[config.mk]
export PLATFORM = sky130hd
export DESIGN_NAME = instruction_fetch
export DESIGN_NICKNAME = d
export VERILOG_FILES = /design/src/rtl/instruction_fetch.sv
export SDC_FILE = /design/constraint.sdc
export NUM_CORES = 1
export LEC_CHECK = 0
export CAP_MARGIN = 25
export CORE_MARGIN = 2
export CORE_UTILIZATION = 50
export CTS_BUF_LIST = sky130_fd_sc_hd__clkbuf_4 sky130_fd_sc_hd__clkbuf_8
export DETAILED_ROUTE_END_ITERATION = 7
export PLACE_DENSITY = 0.84
export SYNTH_ARGS = -nofsm -noshare
export SYNTH_HDL_FRONTEND = slang
export SYNTH_SLANG_ARGS = --single-unit
[constraint.sdc]
create_clock -name clk -period 2.95 [get_ports clk]
set_input_delay 0.59 -clock clk [delete_from_list [all_inputs] [get_ports clk]]
set_output_delay 0.59 -clock clk [all_outputs]
set_load 0.02 [all_outputs]
[src/rtl/instruction_fetch.sv]
// Instruction fetch unit: sequential PC generation feeding a small {pc, instr} buffer.
// Optional macro FETCH_MISALIGN_CHECK_EN enables the sticky misaligned-redirect fault.
module instruction_fetch #(
   parameter logic [63:0] RESET_PC   = 64'h0,
   parameter int unsigned FIFO_DEPTH = 4
) (
   input  logic        clk,
   input  logic        reset,
   output logic [63:0] imem_addr,
   input  logic [31:0] imem_instr,
   input  logic        redirect_valid,
   input  logic [63:0] redirect_pc,
   output logic        out_valid,
   input  logic        out_ready,
   output logic [31:0] out_instr,
   output logic [63:0] out_pc,
   output logic        fault
);

   localparam int unsigned PW = (FIFO_DEPTH > 1) ? $clog2(FIFO_DEPTH) : 1;
   localparam int unsigned CW = $clog2(FIFO_DEPTH + 1);
   localparam logic [CW-1:0] FULL = CW'(FIFO_DEPTH);

   logic [63:0]   fetch_pc_q, fetch_pc_d;
   logic [CW-1:0] count_q, count_d;
   logic [PW-1:0] rd_ptr_q, rd_ptr_d;
   logic [PW-1:0] wr_ptr_q, wr_ptr_d;
   logic          fault_q, fault_d;
   logic [63:0]   pc_mem_q [FIFO_DEPTH];
   logic [63:0]   pc_mem_d [FIFO_DEPTH];
   logic [31:0]   instr_mem_q [FIFO_DEPTH];
   logic [31:0]   instr_mem_d [FIFO_DEPTH];
   logic          pop;
   logic          push;

   always_comb begin
      fetch_pc_d  = fetch_pc_q;
      count_d     = count_q;
      rd_ptr_d    = rd_ptr_q;
      wr_ptr_d    = wr_ptr_q;
      fault_d     = fault_q;
      pc_mem_d    = pc_mem_q;
      instr_mem_d = instr_mem_q;
      pop         = (count_q != '0) && out_ready;
      push        = 1'b0;

      if (redirect_valid) begin
         // A handshake coinciding with a redirect is consumed and dropped with the flush.
         count_d  = '0;
         rd_ptr_d = '0;
         wr_ptr_d = '0;
`ifdef FETCH_MISALIGN_CHECK_EN
         fetch_pc_d = redirect_pc;
         if (redirect_pc[1:0] != 2'b00) fault_d = 1'b1;
`else
         fetch_pc_d = redirect_pc & ~64'h3;
         fault_d    = 1'b0;
`endif
      end else begin
         push = !fault_q && ((count_q != FULL) || pop);
         if (push) begin
            pc_mem_d[wr_ptr_q]    = fetch_pc_q;
            instr_mem_d[wr_ptr_q] = imem_instr;
            wr_ptr_d              = wr_ptr_q + PW'(1);
            fetch_pc_d            = fetch_pc_q + 64'd4;
         end
         if (pop) rd_ptr_d = rd_ptr_q + PW'(1);
         if (push && !pop) count_d = count_q + CW'(1);
         else if (!push && pop) count_d = count_q - CW'(1);
      end
   end

   always_ff @(posedge clk or negedge reset) begin
      if (!reset) begin
         fetch_pc_q <= RESET_PC;
         count_q    <= '0;
         rd_ptr_q   <= '0;
         wr_ptr_q   <= '0;
         fault_q    <= 1'b0;
         for (int unsigned i = 0; i < FIFO_DEPTH; i++) begin
            pc_mem_q[i]    <= '0;
            instr_mem_q[i] <= '0;
         end
      end else begin
         fetch_pc_q  <= fetch_pc_d;
         count_q     <= count_d;
         rd_ptr_q    <= rd_ptr_d;
         wr_ptr_q    <= wr_ptr_d;
         fault_q     <= fault_d;
         pc_mem_q    <= pc_mem_d;
         instr_mem_q <= instr_mem_d;
      end
   end

   assign imem_addr = fetch_pc_q;
   assign out_valid = (count_q != '0);
   assign out_instr = out_valid ? instr_mem_q[rd_ptr_q] : '0;
   assign out_pc    = out_valid ? pc_mem_q[rd_ptr_q] : '0;
   assign fault     = fault_q;

endmodule

== After elaboration in Yosys (flattened, before gate mapping) ==
Cells that the tools add are included.

* Output and inout port bits: 162
* Input port bits: 100
* Logic and storage cells: 59
* Bits in registers: 455

* Equal/unequal tests: 1
* $add $sub $neg: 5
* Magnitude comparators: 3
* Bitwise operators: 3
* Reductions and logical operators: 12
* Mux-type cells: 23

{| class="wikitable"
|+ Operator list
! operator !! number
|-
| $mux W64 || 6
|-
| $bwmux W256 || 1
|-
| $bmux W64 S2 || 1
|-
| $bwmux W128 || 1
|-
| $demux W64 S2 || 1
|-
| $mux W32 || 4
|-
| $add A64 B3 Y64 const B || 1
|-
| $bmux W32 S2 || 1
|-
| $demux W32 S2 || 1
|-
| $mux W3 || 3
|-
| $mux W2 || 4
|-
| $ge A3 B3 Y1 const B || 2
|-
| $not A2 Y3 || 2
|-
| $reduce_bool A3 Y1 || 2
|-
| $add A2 B1 Y2 const B || 2
|-
| $logic_and A1 B1 Y1 || 4
|-
| $reduce_bool A2 Y1 || 2
|-
| $add A3 B1 Y3 const B || 1
|-
| $lt A3 B1 Y1 const B || 1
|-
| $ne A3 B3 Y1 const B || 1
|-
| $sub A3 B1 Y3 const B || 1
|-
| $logic_not A1 Y1 || 2
|-
| $reduce_and A2 Y1 || 1
|-
| $logic_or A1 B1 Y1 || 1
|-
| $not A1 Y1 || 1
|}

== Logic depth before layout (Yosys ltp) ==
* Depth in word-level cells: 8
* Gate-level depth with buffers: 8
* Mapped depth without buffers: 7

== Least setup slack after synthesis ==
Ideal clock, no wire load.

* Kind: register -> output
* From: register rd_ptr_q[0]
* To: output out_pc[25]
* Stages on the path, launching flop included: 6
* Path buffers: 3
* Required time: 2.360 ns
* Arrival: 2.009 ns
* Setup slack: 0.351 ns
* Cell sequence: dfrtp_1 -> clkbuf_1 -> buf_1 -> buf_2 -> mux4_2 -> and2_1

* Cells in the longest elaborated chain, start to end: 5

{| class="wikitable"
|+ RTL lines
! element !! RTL line !! source
|-
| from (decl) || 26 || <nowiki>logic [PW-1:0] rd_ptr_q, rd_ptr_d;</nowiki>
|-
| from (signal assigned) || 87 || <nowiki>rd_ptr_q <= rd_ptr_d;</nowiki>
|-
| $not A2 Y3 (implied by the code) || 98 || <nowiki>assign out_pc = out_valid ? pc_mem_q[rd_ptr_q] : '0;</nowiki>
|-
| $bmux W64 S2 || 98 ||
|-
| $mux W64 (implied by the code) (2 in a row) || 98 ||
|-
| $mux W64 || 98 ||
|-
| to (decl) || 16 || <nowiki>output logic [63:0] out_pc,</nowiki>
|}

Every way passes these cells. The select of a mux whose other input is x is not followed.

== Final worst setup path ==
* From: register count_q[1]
* To: output out_pc[43]

* Cells in the longest elaborated chain, start to end: 2

{| class="wikitable"
|+ RTL lines
! element !! RTL line !! source
|-
| from (decl) || 25 || <nowiki>logic [CW-1:0] count_q, count_d;</nowiki>
|-
| from (signal assigned) || 86 || <nowiki>count_q <= count_d;</nowiki>
|-
| $reduce_bool A3 Y1 || 96 || <nowiki>assign out_valid = (count_q != '0);</nowiki>
|-
| $mux W64 || 98 ||
|}

Every way passes these cells.

==> out/qor.yml <==
yosys:
  synth_area_leader_cell: "dfrtp_1"
  synth.distinct_cells: 49
  ys.warnings.count: 0
  synth_seq_cells: 445
  async_flop_share_pct: 100
  synthCells: 1552
  synth_top_cell_area_share_pct: 52.8
  synth-seq-area-share_pct: 52.8
  synth-main-ff-cell: "dfrtp_1"
  synth_area_per_cell_um2: 13.6
  syn_area_mm2: 0.0211
  synth_area_leaders: "dfrtp_1 (53%), mux2_2 (20%), mux4_2 (10%)"
  synth_edf_count: 0
timing:
  setup_viol: 0
  slew_violations: 0
  max_freq_ghz: 0.342
  rsz0062_at_grt: "yes"
  period_share_pct: 99.1
  clock_skew_ps: 38.8
  fin_tns_setup_ps: 0
  relSlewSlack_pct: 41.0
  worst_pin_slew_ps: 878
  period_minus_slack_ps: 2920
  hold_viol_final: 0
finish:
  final_cell_mix: "dfrtp_1 (443), mux2_2 (379), clkdlybuf4s50_1 (157)"
  finish.net_count: 1958
  final_area_mm2: 0.0265
  instances_no_fill: 2444
  final_common_cell: "dfrtp_1"
  fin_util_pct: 63.5
  drive_gt1_share_pct: 44.0
  syn_to_final_growth_pct: 25.7
  n_fill_cell: 3011
detailed_routing:
  vias: 14342
  drt_wl_total_um: 58100
  first_pass_iters: 5
  initialDrtViolationCount: 1014
  drc: 0
  ant_nets: 0
  drt-vias-per-instance: 5.87
  wl_per_cell_um: 23.8
clocking:
  clk_latency_ps: 640
  cts.sinks: 445
  htreeDepth: 3
  clk_pin_slew_ps: 60
  cts_tree: "yes"
  cts.path.max_buffers: 3
  clockRootBuffer: "clkbuf_8"
  cts_buffers: 77
power:
  combPwrFrac_pct: 41.5
  leakagePower_nw: 10.9
  pwr-share-clk_pct: 20.9
  power_density_mw_per_mm2: 1030
  ir_worst_vdd_mv: 0.776
  switching_share_pct: 32.8
  p_seq_share_pct: 37.6
  power.switching_mw: 8.98
  power_mw: 27.4
  p_int_mw: 18.4
grt:
  grt_usage_pct: 26.7
  grt_overflow: 0
  grt_max_degree: 74
  grt_use_met2_pct: 43.6
  met3_usage_pct: 6.03
  antenna_found_initial: 5
  busiest_layer: "met2"
  grtUsageMet1_pct: 34.5
  grt_pass1_wl_um: 89600
  grt_pass1_vias: 15527
floorplanning:
  initial_core_util_pct: 50.5
  die_y_um: 209
  io_pins: 262
  rows: 75
  die_x_um: 209
  die-area_mm2: 0.0439
  core_mm2: 0.0418
run_status:
  status: "complete, no violations"
worst_setup_path:
  r2r_setup_slack_ps: 270
  crit_required_ps: 2360
  cp_max_fo: 70
  crit_path_end_kind: "output pin"
  worstSetupPathType: "flop to output pin"
  cp-start-kind: "flop"
  arrival_ps: 2330
place:
  dp.cells: 2284
  hpwl_um: 35500
  port_buffers: 254
  placed_area_mm2: 0.0245
  place.gp.congestion: 0.894
flow_run:
  drv_cap: 0
min_path:
  hp-class: "primary input to flop"
## cell type report
cell class / count / area (µm²) / share of cell area, %
Sequential cell: 445 / 11100 / 42.0
Multi-Input combinational cell: 971 / 9500 / 35.8
Timing Repair Buffer: 341 / 3570 / 13.5
Clock buffer: 120 / 1510 / 5.69
Tap cell: 539 / 674 / 2.54
Inverter: 16 / 60.1 / 0.226
Clock inverter: 9 / 55.1 / 0.208
Antenna cell: 3 / 7.51 / 0.0283
## Yosys cell counts, types with 13 or more instances
cell      instances
nor2_1           48
mux2_2          379
inv_1            16
or3_1            21
o21ai_0          50
dfrtp_1         445
clkbuf_1         51
xor2_1           21
nand4_1          26
nor3_1           15
nand3_1          35
buf_1            19
buf_2            48
and2_1           99
nand2_1          56
xnor2_1          13
a31oi_1          27
and3_1           18
mux4_2           94
## what timing repair did
action | in CTS | in global routing
setup endpoints to repair | 95 | 90
resized for setup | 384 | 112
hold buffers | 1 | 0
endpoints found under the hold margin | 60 | 0
pin swaps | 1 | 0
buffers inserted | 12 | 4
cloned | 9 | 4
## per-stage QoR
step	worst slack, ps	hold WS [ps]
4_1_cts	-167	384
3_3_place_gp	112	483
6_report	25.5	438
5_1_grt	-60.5	415
2_1_floorplan	351	294
3_5_place_dp	87.2	490
## flip-flops by register name, summed over array words and instances (netlist names)
| name | cells |
|---|---|
| count_q | 3 |
| imem_addr | 62 |
| instr_mem_q | 128 |
| pc_mem_q | 248 |
| rd_ptr_q | 2 |
| wr_ptr_q | 2 |
## logic make-up after synthesis
kind of cell | after synthesis | share of synthesized area, %
muxes | 474 | 30.3
DFF | 445 | 52.8
and+or+nand+nor | 359 | 9.64
buffers and inverters | 140 | 2.88
AOI/OAI and AO/OA | 93 | 2.56
xor gates and xnor gates | 34 | 1.41
adders and majority gates | 6 | 0.391
other | 1 | 0.0178
## worst paths after layout
path / start / end / cells after the start
max: count_q[1] / out_pc[43] / 4
min: redirect_valid / imem_addr[24] / 4
max reg2reg: imem_addr[16] / imem_addr[54] / 5
min reg2reg: pc_mem_q[114] / pc_mem_q[114] / 1
max in group asynchronous: reset / imem_addr[19] / 4
min in group asynchronous: reset / instr_mem_q[51] / 2
## power by group through the flow
stage                     combinational, mW  sequential [mW]  clock, mW
after floorplan                        6.96             9.85          0
after global placement                 10.4             10.0          0
after detailed placement               10.6             10.3          0
after CTS                              10.9             10.2       5.83
after global routing                   12.1             10.6       6.09
final                                  11.4             10.3       5.73
## worst max-delay path: stages, from the launching register on
cell	delay, ps
dfrtp_1	420
or3_4	430
buf_12	180
and2_1	240
dlygate4sd2_1	310
## metal layers
layer	routed length (µm)	part of all wire (%)
met1	23700	41
met2	28100	48
met3	3840	6.6
met4	2360	4.1
met5	27	0.046
Power figures use the tool's default switching activity.
